[src/rtl/dot_job_scheduler_pkg.sv]
//==============================================================================
// Module   : dot_sched_pkg
// Brief    : State encoding and fixed pipeline constants for dot_job_scheduler.
// Revision : 1.0
//==============================================================================
`default_nettype none

package dot_sched_pkg;

  typedef enum logic [2:0] {
    IDLE   = 3'd0,
    CLEAR  = 3'd1,
    STREAM = 3'd2,
    DRAIN  = 3'd3,
    DONE   = 3'd4
  } state_t;

  // Two drain cycles cover the final memory read and the MAC register stage.
  localparam int DRAIN_CYCLES = 2;
  localparam int MEM_RD_LAT   = 1;

endpackage

`default_nettype wire

[src/rtl/dot_job_scheduler_rr_arbiter.sv]
//==============================================================================
// Module   : rr_arbiter
// Brief    : Round-robin arbiter; the pointer advances only on an accepted grant.
// Revision : 1.0
//==============================================================================
`default_nettype none

module rr_arbiter #(
  parameter int NUM_REQ = 4
) (
  input  logic                       clk,
  input  logic                       rst,
  input  logic [NUM_REQ-1:0]         req_i,
  input  logic                       en_i,
  output logic [NUM_REQ-1:0]         grant_o,
  output logic [$clog2(NUM_REQ)-1:0] grant_idx_o,
  output logic                       any_grant_o
);

  localparam int IDX_W = $clog2(NUM_REQ);

  logic [IDX_W-1:0] ptr_q;
  logic [IDX_W-1:0] idx_w;
  logic [IDX_W:0]   cand_w;
  logic             found_w;

  // Scan from the pointer upwards, wrapping, and keep the first set bit.
  always_comb begin
    found_w = 1'b0;
    idx_w   = '0;
    cand_w  = '0;
    for (int off = 0; off < NUM_REQ; off++) begin
      cand_w = {1'b0, ptr_q} + (IDX_W+1)'(off);
      if (cand_w >= (IDX_W+1)'(NUM_REQ)) begin
        cand_w = cand_w - (IDX_W+1)'(NUM_REQ);
      end
      if (!found_w && req_i[cand_w[IDX_W-1:0]]) begin
        found_w = 1'b1;
        idx_w   = cand_w[IDX_W-1:0];
      end
    end
  end

  assign any_grant_o = found_w & en_i;
  assign grant_idx_o = idx_w;

  always_comb begin
    grant_o = '0;
    if (any_grant_o) begin
      grant_o[idx_w] = 1'b1;
    end
  end

  always_ff @(posedge clk) begin
    if (rst) begin
      ptr_q <= '0;
    end else if (any_grant_o) begin
      ptr_q <= (idx_w == IDX_W'(NUM_REQ-1)) ? '0 : idx_w + IDX_W'(1);
    end
  end

endmodule

`default_nettype wire

[src/rtl/dot_job_scheduler.sv]
//==============================================================================
// Module   : dot_job_scheduler
// Brief    : Round-robin job sequencer driving a shared MAC from two operand
//            memories. Optional perf counters under DOT_JOB_SCHED_PERF_EN.
// Revision : 1.0
//==============================================================================
`default_nettype none

module dot_job_scheduler
  import dot_sched_pkg::*;
#(
  parameter int NUM_REQ    = 4,
  parameter int DATA_WIDTH = 16,
  parameter int ACC_WIDTH  = 32,
  parameter int ADDR_W     = 10,
  parameter int LEN_W      = 10
) (
  input  logic                        clk,
  input  logic                        rst,
  input  logic [NUM_REQ-1:0]          req_valid,
  output logic [NUM_REQ-1:0]          req_ready,
  input  logic [NUM_REQ*ADDR_W-1:0]   req_base_a,
  input  logic [NUM_REQ*ADDR_W-1:0]   req_base_b,
  input  logic [NUM_REQ*LEN_W-1:0]    req_len,
  output logic                        rd_en,
  output logic [ADDR_W-1:0]           rd_addr_a,
  output logic [ADDR_W-1:0]           rd_addr_b,
  input  logic [DATA_WIDTH-1:0]       rd_data_a,
  input  logic [DATA_WIDTH-1:0]       rd_data_b,
  output logic                        mac_clear,
  output logic                        mac_valid_in,
  output logic [DATA_WIDTH-1:0]       mac_a,
  output logic [DATA_WIDTH-1:0]       mac_b,
  input  logic [ACC_WIDTH-1:0]        mac_acc,
  output logic                        res_valid,
  input  logic                        res_ready,
  output logic [ACC_WIDTH-1:0]        res_data,
  output logic [$clog2(NUM_REQ)-1:0]  res_id,
  output logic                        busy
`ifdef DOT_JOB_SCHED_PERF_EN
  ,
  output logic [31:0]                 perf_jobs,
  output logic [31:0]                 perf_busy_cycles
`endif
);

  localparam int ID_W        = $clog2(NUM_REQ);
  localparam int DRAIN_CNT_W = (DRAIN_CYCLES > 1) ? $clog2(DRAIN_CYCLES) : 1;

  state_t                 state_q;
  logic [ADDR_W-1:0]      base_a_q;
  logic [ADDR_W-1:0]      base_b_q;
  logic [LEN_W-1:0]       len_q;
  logic [ID_W-1:0]        id_q;
  logic [LEN_W-1:0]       elem_cnt_q;
  logic [DRAIN_CNT_W-1:0] drain_cnt_q;
  logic                   rd_en_q;
  logic [ADDR_W-1:0]      rd_addr_a_q;
  logic [ADDR_W-1:0]      rd_addr_b_q;
  logic                   mac_clear_q;
  logic                   mac_valid_q;
  logic                   res_valid_q;
  logic [ACC_WIDTH-1:0]   res_data_q;
  logic [ID_W-1:0]        res_id_q;

  logic                   arb_en_w;
  logic                   any_grant_w;
  logic [ID_W-1:0]        grant_idx_w;

  assign arb_en_w = (state_q == IDLE) && !rst;

  rr_arbiter #(
    .NUM_REQ (NUM_REQ)
  ) u_arb (
    .clk         (clk),
    .rst         (rst),
    .req_i       (req_valid),
    .en_i        (arb_en_w),
    .grant_o     (req_ready),
    .grant_idx_o (grant_idx_w),
    .any_grant_o (any_grant_w)
  );

  // elem_cnt_q counts strobes issued including the current STREAM cycle.
  always_ff @(posedge clk) begin
    if (rst) begin
      state_q     <= IDLE;
      base_a_q    <= '0;
      base_b_q    <= '0;
      len_q       <= '0;
      id_q        <= '0;
      elem_cnt_q  <= '0;
      drain_cnt_q <= '0;
      rd_en_q     <= 1'b0;
      rd_addr_a_q <= '0;
      rd_addr_b_q <= '0;
      mac_clear_q <= 1'b0;
      mac_valid_q <= 1'b0;
      res_valid_q <= 1'b0;
      res_data_q  <= '0;
      res_id_q    <= '0;
    end else begin
      mac_clear_q <= 1'b0;
      rd_en_q     <= 1'b0;
      mac_valid_q <= rd_en_q;
      case (state_q)
        IDLE: begin
          if (any_grant_w) begin
            base_a_q    <= req_base_a[grant_idx_w*ADDR_W +: ADDR_W];
            base_b_q    <= req_base_b[grant_idx_w*ADDR_W +: ADDR_W];
            len_q       <= req_len[grant_idx_w*LEN_W +: LEN_W];
            id_q        <= grant_idx_w;
            mac_clear_q <= 1'b1;
            state_q     <= CLEAR;
          end
        end
        CLEAR: begin
          drain_cnt_q <= '0;
          if (len_q == '0) begin
            state_q <= DRAIN;
          end else begin
            rd_en_q     <= 1'b1;
            rd_addr_a_q <= base_a_q;
            rd_addr_b_q <= base_b_q;
            elem_cnt_q  <= LEN_W'(1);
            state_q     <= STREAM;
          end
        end
        STREAM: begin
          if (elem_cnt_q == len_q) begin
            elem_cnt_q <= '0;
            state_q    <= DRAIN;
          end else begin
            rd_en_q     <= 1'b1;
            rd_addr_a_q <= rd_addr_a_q + ADDR_W'(1);
            rd_addr_b_q <= rd_addr_b_q + ADDR_W'(1);
            elem_cnt_q  <= elem_cnt_q + LEN_W'(1);
          end
        end
        DRAIN: begin
          if (drain_cnt_q == DRAIN_CNT_W'(DRAIN_CYCLES-1)) begin
            drain_cnt_q <= '0;
            res_data_q  <= mac_acc;
            res_id_q    <= id_q;
            res_valid_q <= 1'b1;
            state_q     <= DONE;
          end else begin
            drain_cnt_q <= drain_cnt_q + DRAIN_CNT_W'(1);
          end
        end
        DONE: begin
          if (res_ready) begin
            res_valid_q <= 1'b0;
            state_q     <= IDLE;
          end
        end
        default: state_q <= IDLE;
      endcase
    end
  end

  assign rd_en        = rd_en_q;
  assign rd_addr_a    = rd_addr_a_q;
  assign rd_addr_b    = rd_addr_b_q;
  assign mac_clear    = mac_clear_q;
  assign mac_valid_in = mac_valid_q;
  assign mac_a        = rd_data_a;
  assign mac_b        = rd_data_b;
  assign res_valid    = res_valid_q;
  assign res_data     = res_data_q;
  assign res_id       = res_id_q;
  assign busy         = (state_q != IDLE);

`ifdef DOT_JOB_SCHED_PERF_EN
  logic [31:0] perf_jobs_q;
  logic [31:0] perf_busy_q;

  always_ff @(posedge clk) begin
    if (rst) begin
      perf_jobs_q <= '0;
      perf_busy_q <= '0;
    end else begin
      if (res_valid_q && res_ready && (perf_jobs_q != '1)) begin
        perf_jobs_q <= perf_jobs_q + 32'd1;
      end
      if (busy && (perf_busy_q != '1)) begin
        perf_busy_q <= perf_busy_q + 32'd1;
      end
    end
  end

  assign perf_jobs        = perf_jobs_q;
  assign perf_busy_cycles = perf_busy_q;
`endif

endmodule

`default_nettype wire

[config.mk]
export PLATFORM = sky130hd
export DESIGN_NAME = dot_job_scheduler
export DESIGN_NICKNAME = d
export VERILOG_FILES = /design/src/rtl/dot_job_scheduler_pkg.sv /design/src/rtl/dot_job_scheduler_rr_arbiter.sv /design/src/rtl/dot_job_scheduler.sv
export SDC_FILE = /design/constraint.sdc
export NUM_CORES = 1
export LEC_CHECK = 0
export ABC_AREA = 1
export CAP_MARGIN = 20
export CORE_ASPECT_RATIO = 0.7
export CORE_UTILIZATION = 25
export CTS_CLUSTER_DIAMETER = 200
export DETAILED_ROUTE_END_ITERATION = 8
export PLACE_DENSITY_LB_ADDON = 0.12
export SETUP_SLACK_MARGIN = 0.5
export SLEW_MARGIN = 0
export SYNTH_ARGS = -nofsm -noshare
export SYNTH_HDL_FRONTEND = slang
export SYNTH_SLANG_ARGS = --single-unit
[constraint.sdc]
create_clock -name clk -period 5.4 [get_ports clk]
set_clock_uncertainty 0.15 [all_clocks]
set_input_delay 1.08 -clock clk [delete_from_list [all_inputs] [get_ports clk]]
set_output_delay 1.08 -clock clk [all_outputs]
set_load 0.02 [all_outputs]
==> flow_results.xml <==
<?xml version="1.0" encoding="UTF-8"?>
<metrics>
  <group name="run_status">
    <metric name="status" unit="">complete, no violations</metric>
  </group>
  <group name="place">
    <metric name="post-place-cells" unit="">1423</metric>
    <metric name="dpl.hpwl" unit="um">16110</metric>
    <metric name="place.port_buffers" unit="">221</metric>
    <metric name="dpl-instance-area" unit="um2">8387</metric>
    <metric name="place.gp.congestion" unit="">0.8036</metric>
  </group>
  <group name="synth">
    <metric name="postSynthAreaPerCell" unit="um2">6.460</metric>
    <metric name="synthesis.instances" unit="">955</metric>
    <metric name="yosys_register_bits" unit="">106</metric>
    <metric name="syn_nets" unit="">1153</metric>
    <metric name="yosysUniqueCellTypes" unit="">37</metric>
    <metric name="mappedNetlistArea" unit="um2">6170</metric>
    <metric name="yosys_warning_count" unit="">0</metric>
    <metric name="seq_area_frac_synth" unit="%">34.39</metric>
  </group>
  <group name="final_layout">
    <metric name="layout-area-overhead-vs-synth" unit="%">41.25</metric>
    <metric name="mostFrequentLayoutCells" unit="">sky130_fd_sc_hd__nand2_1 (336), sky130_fd_sc_hd__clkdlybuf4s50_1 (218), sky130_fd_sc_hd__nand3_1 (119)</metric>
    <metric name="final-instance-count-excl-fill" unit="">1439</metric>
    <metric name="layout-drive-gt1-share" unit="%">5.085</metric>
    <metric name="post-route-cell-area" unit="um2">8715</metric>
    <metric name="post-route-util" unit="%">36.41</metric>
    <metric name="layout.cells.most_common" unit="">sky130_fd_sc_hd__nand2_1</metric>
    <metric name="insertedDiodeCount" unit="">0</metric>
    <metric name="design.final.nets" unit="">1314</metric>
  </group>
  <group name="power_and_ir_drop">
    <metric name="finalPower" unit="uW">4144</metric>
    <metric name="power-per-cell-area" unit="nW/um2">475.5</metric>
    <metric name="vdd_ir_drop_max" unit="mV">0.2159</metric>
    <metric name="cellLeakagePower" unit="uW">0.003664</metric>
  </group>
  <group name="routing">
    <metric name="post-route-drc-count" unit="">0</metric>
    <metric name="drt_first_iter_violations" unit="">326</metric>
    <metric name="dr_total_vias" unit="">6504</metric>
    <metric name="average_vias_per_placed_instance" unit="">4.520</metric>
    <metric name="detail_route.wl_per_cell" unit="um">14.94</metric>
    <metric name="ant_nets_after_route" unit="">0</metric>
    <metric name="dr_pass1_iterations" unit="">7</metric>
    <metric name="postRouteWirelength" unit="um">21500</metric>
  </group>
  <group name="die">
    <metric name="die_area" unit="um2">25320</metric>
    <metric name="floorplan.die.width" unit="um">189.8</metric>
    <metric name="i_o_pin_cnt" unit="">286</metric>
    <metric name="rows" unit="">47</metric>
    <metric name="core_region_area" unit="um2">23930</metric>
    <metric name="fp.dieH" unit="um">133.4</metric>
    <metric name="initial_core_util" unit="%">25.78</metric>
  </group>
  <group name="setup_path">
    <metric name="endpoint_kind" unit="">output pin</metric>
    <metric name="r2r_start" unit="">state_q[0]$_SDFFE_PP0P_</metric>
    <metric name="largest_fanout_of_any_net_on_the_critical_path" unit="">20</metric>
    <metric name="reg2reg_to" unit="">rd_addr_a[4]$_SDFFE_PP0P_</metric>
    <metric name="critical_path_s_largest_stage_delay" unit="ns">0.61</metric>
    <metric name="worst-r2r-setup-slack" unit="ns">2.15</metric>
    <metric name="crit_path_cell_trace" unit="">clkdlybuf4s50_1, inv_1, nand2_1, nand3_1, nand2_2, nor2_4, nand3_1, nand2_4, ha_1, inv_1, nor2_1, clkdlybuf4s50_1</metric>
    <metric name="max_stage_delay_cell_worst_path" unit="">sky130_fd_sc_hd__clkdlybuf4s50_1</metric>
    <metric name="worst_ep_arrival_time" unit="ns">3.42</metric>
    <metric name="setup.worst_path.start_class" unit="">primary input</metric>
    <metric name="number_of_cells_on_the_worst_reg_to_reg_path" unit="">9</metric>
    <metric name="ws_path_type" unit="">in2out</metric>
    <metric name="crit_required" unit="ns">4.17</metric>
  </group>
  <group name="sta">
    <metric name="rsz0062_at_grt" unit="">false</metric>
    <metric name="achievable-frequency" unit="GHz">0.2151</metric>
    <metric name="max-slew-margin-rel" unit="%">36.46</metric>
    <metric name="drv_slew" unit="">0</metric>
    <metric name="setup_total_negative_slack" unit="ns">0</metric>
    <metric name="hold_violations" unit="">0</metric>
    <metric name="min_period_over_period" unit="%">86.10</metric>
    <metric name="post-route-min-period" unit="ns">4.649</metric>
    <metric name="timing_worst_slew_pin_value" unit="ns">0.9508</metric>
    <metric name="setup-violations-final" unit="">0</metric>
  </group>
  <group name="min_path">
    <metric name="hold_path_end" unit="">mac_valid_in$_SDFF_PP0_</metric>
    <metric name="whs_path_depth" unit="">2</metric>
    <metric name="hold_path_class" unit="">reg2reg</metric>
    <metric name="timing.hold.worst.start" unit="">rd_en$_SDFF_PP0_</metric>
  </group>
  <group name="clock_network">
    <metric name="clock-sinks" unit="">106</metric>
    <metric name="clk_latency" unit="ns">0.36</metric>
    <metric name="cts_made_buffers" unit="">9</metric>
    <metric name="cts_clk_pin_slew_worst_paths" unit="ns">0.07</metric>
    <metric name="clock_tree.buffer_depth" unit="">2</metric>
    <metric name="cts_tree" unit="">yes</metric>
    <metric name="h-tree-depth" unit="">3</metric>
    <metric name="cts_root_buf" unit="">sky130_fd_sc_hd__clkbuf_16</metric>
    <metric name="postCtsSetupRepairBufs" unit="">0</metric>
  </group>
  <group name="global_routing">
    <metric name="grt_remaining_overflow" unit="">0</metric>
    <metric name="grt_pass1_vias" unit="">6147</metric>
    <metric name="grt_antenna_before_repair" unit="">0</metric>
    <metric name="grt_util_all_layers" unit="%">17.00</metric>
    <metric name="grt_pass1_wl" unit="um">34030</metric>
    <metric name="grt_start_max_net_pins" unit="">52</metric>
  </group>
  <group name="job">
    <metric name="drv_cap" unit="">0</metric>
  </group>
</metrics>
-- layout make-up --
class,count,area (um2)
Multi-Input combinational cell,699,3311
Tap cell,318,397.9
Fill cell,2565,15220
Clock buffer,10,239.0
Inverter,65,244.0
Clock inverter,6,80.08
Timing Repair Buffer,235,2321
Sequential cell,106,2122
-- where the power goes --
| group | total, uW | internal (uW) | switching (uW) |
|---|---|---|---|
| clock | 720 | 416 | 304 |
| sequential | 1070 | 929 | 143 |
| combinational | 2350 | 830 | 1520 |
-- what timing repair did --
item,4_1_cts,5_1_grt
hold buffers,0,0
gates resized for setup,0,3
endpoints found under the hold margin,0,0
setup endpoints to repair,0,3
-- through the flow --
stage	hold WS [ns]	setup WS, ns
5_1_grt	0.3263	0.5437
3_5_place_dp	0.2689	0.6858
4_1_cts	0.2888	0.6781
6_report	0.2783	0.7506
3_3_place_gp	0.2751	0.6789
2_1_floorplan	0.2759	1.598
-- state kept, by name, summed over array words and instances, names as in the netlist, 2 cells and up --
name	count
rd_addr_b	10
len_q	10
elem_cnt_q	10
base_a_q	10
rd_addr_a	10
res_data	32
state_q	3
u_arb.ptr_q	2
id_q	2
base_b_q	10
res_id	2
-- layer usage --
metal,wire length (um),vias to the layer above,GRT usage (%)
met3,1476,20,4.926
met2,9077,171,25.23
met1,10700,2920,24.10
li1,-,3393,-
met4,240,0,3.719
met5,0,-,0
-- cell families after synthesis --
family                     Yosys count  synth area share (%)
adders and majority gates            7                 1.420
xor gates and xnor gates            16                 2.271
DFF                                106                 34.39
and+or+nand+nor                    551                 38.61
AOI/OAI and AO/OA                  119                 10.34
muxes                                6                0.9735
buffers and inverters              150                 11.99
-- synthesized netlist by cell type (all sizes together) --
cell type | number | area [um2]
a211oi | 2 | 15.01
a21oi | 79 | 399.1
a221oi | 1 | 8.760
and2 | 1 | 6.260
buf | 58 | 394.1
clkbuf | 27 | 101.4
clkinv | 4 | 15.01
dfxtp | 106 | 2122
ha | 7 | 87.58
inv | 61 | 229.0
mux2i | 6 | 60.06
nand2 | 343 | 1310
nand3 | 124 | 653.1
nand4 | 27 | 168.9
nor2 | 44 | 177.7
nor3 | 7 | 35.03
nor4 | 2 | 12.51
o211a | 2 | 20.02
o211ai | 4 | 35.03
o21ai | 29 | 145.1
o31ai | 2 | 15.01
or2 | 3 | 18.77
xnor2 | 8 | 70.07
xor2 | 8 | 70.07
-- worst max-delay path by stage --
stage                 startpoint           end  slack, ns  cells past startpoint
floorplan           req_valid[1]  req_ready[2]       1.60                     13
global placement    req_valid[1]  req_ready[0]       0.68                     14
detailed placement  req_valid[3]  req_ready[0]       0.69                     14
CTS                 req_valid[3]  req_ready[0]       0.68                     14
global route        req_valid[1]  req_ready[1]       0.54                     13
finish              req_valid[1]  req_ready[0]       0.75                     12
-- critical path: cells and delay by family --
family | cells | cell delay (ns)
buf+inv | 4 | 1.15
fa+ha+maj | 1 | 0.20
simple gates | 7 | 1.00
No activity file was read; power rests on OpenSTA's default activity.
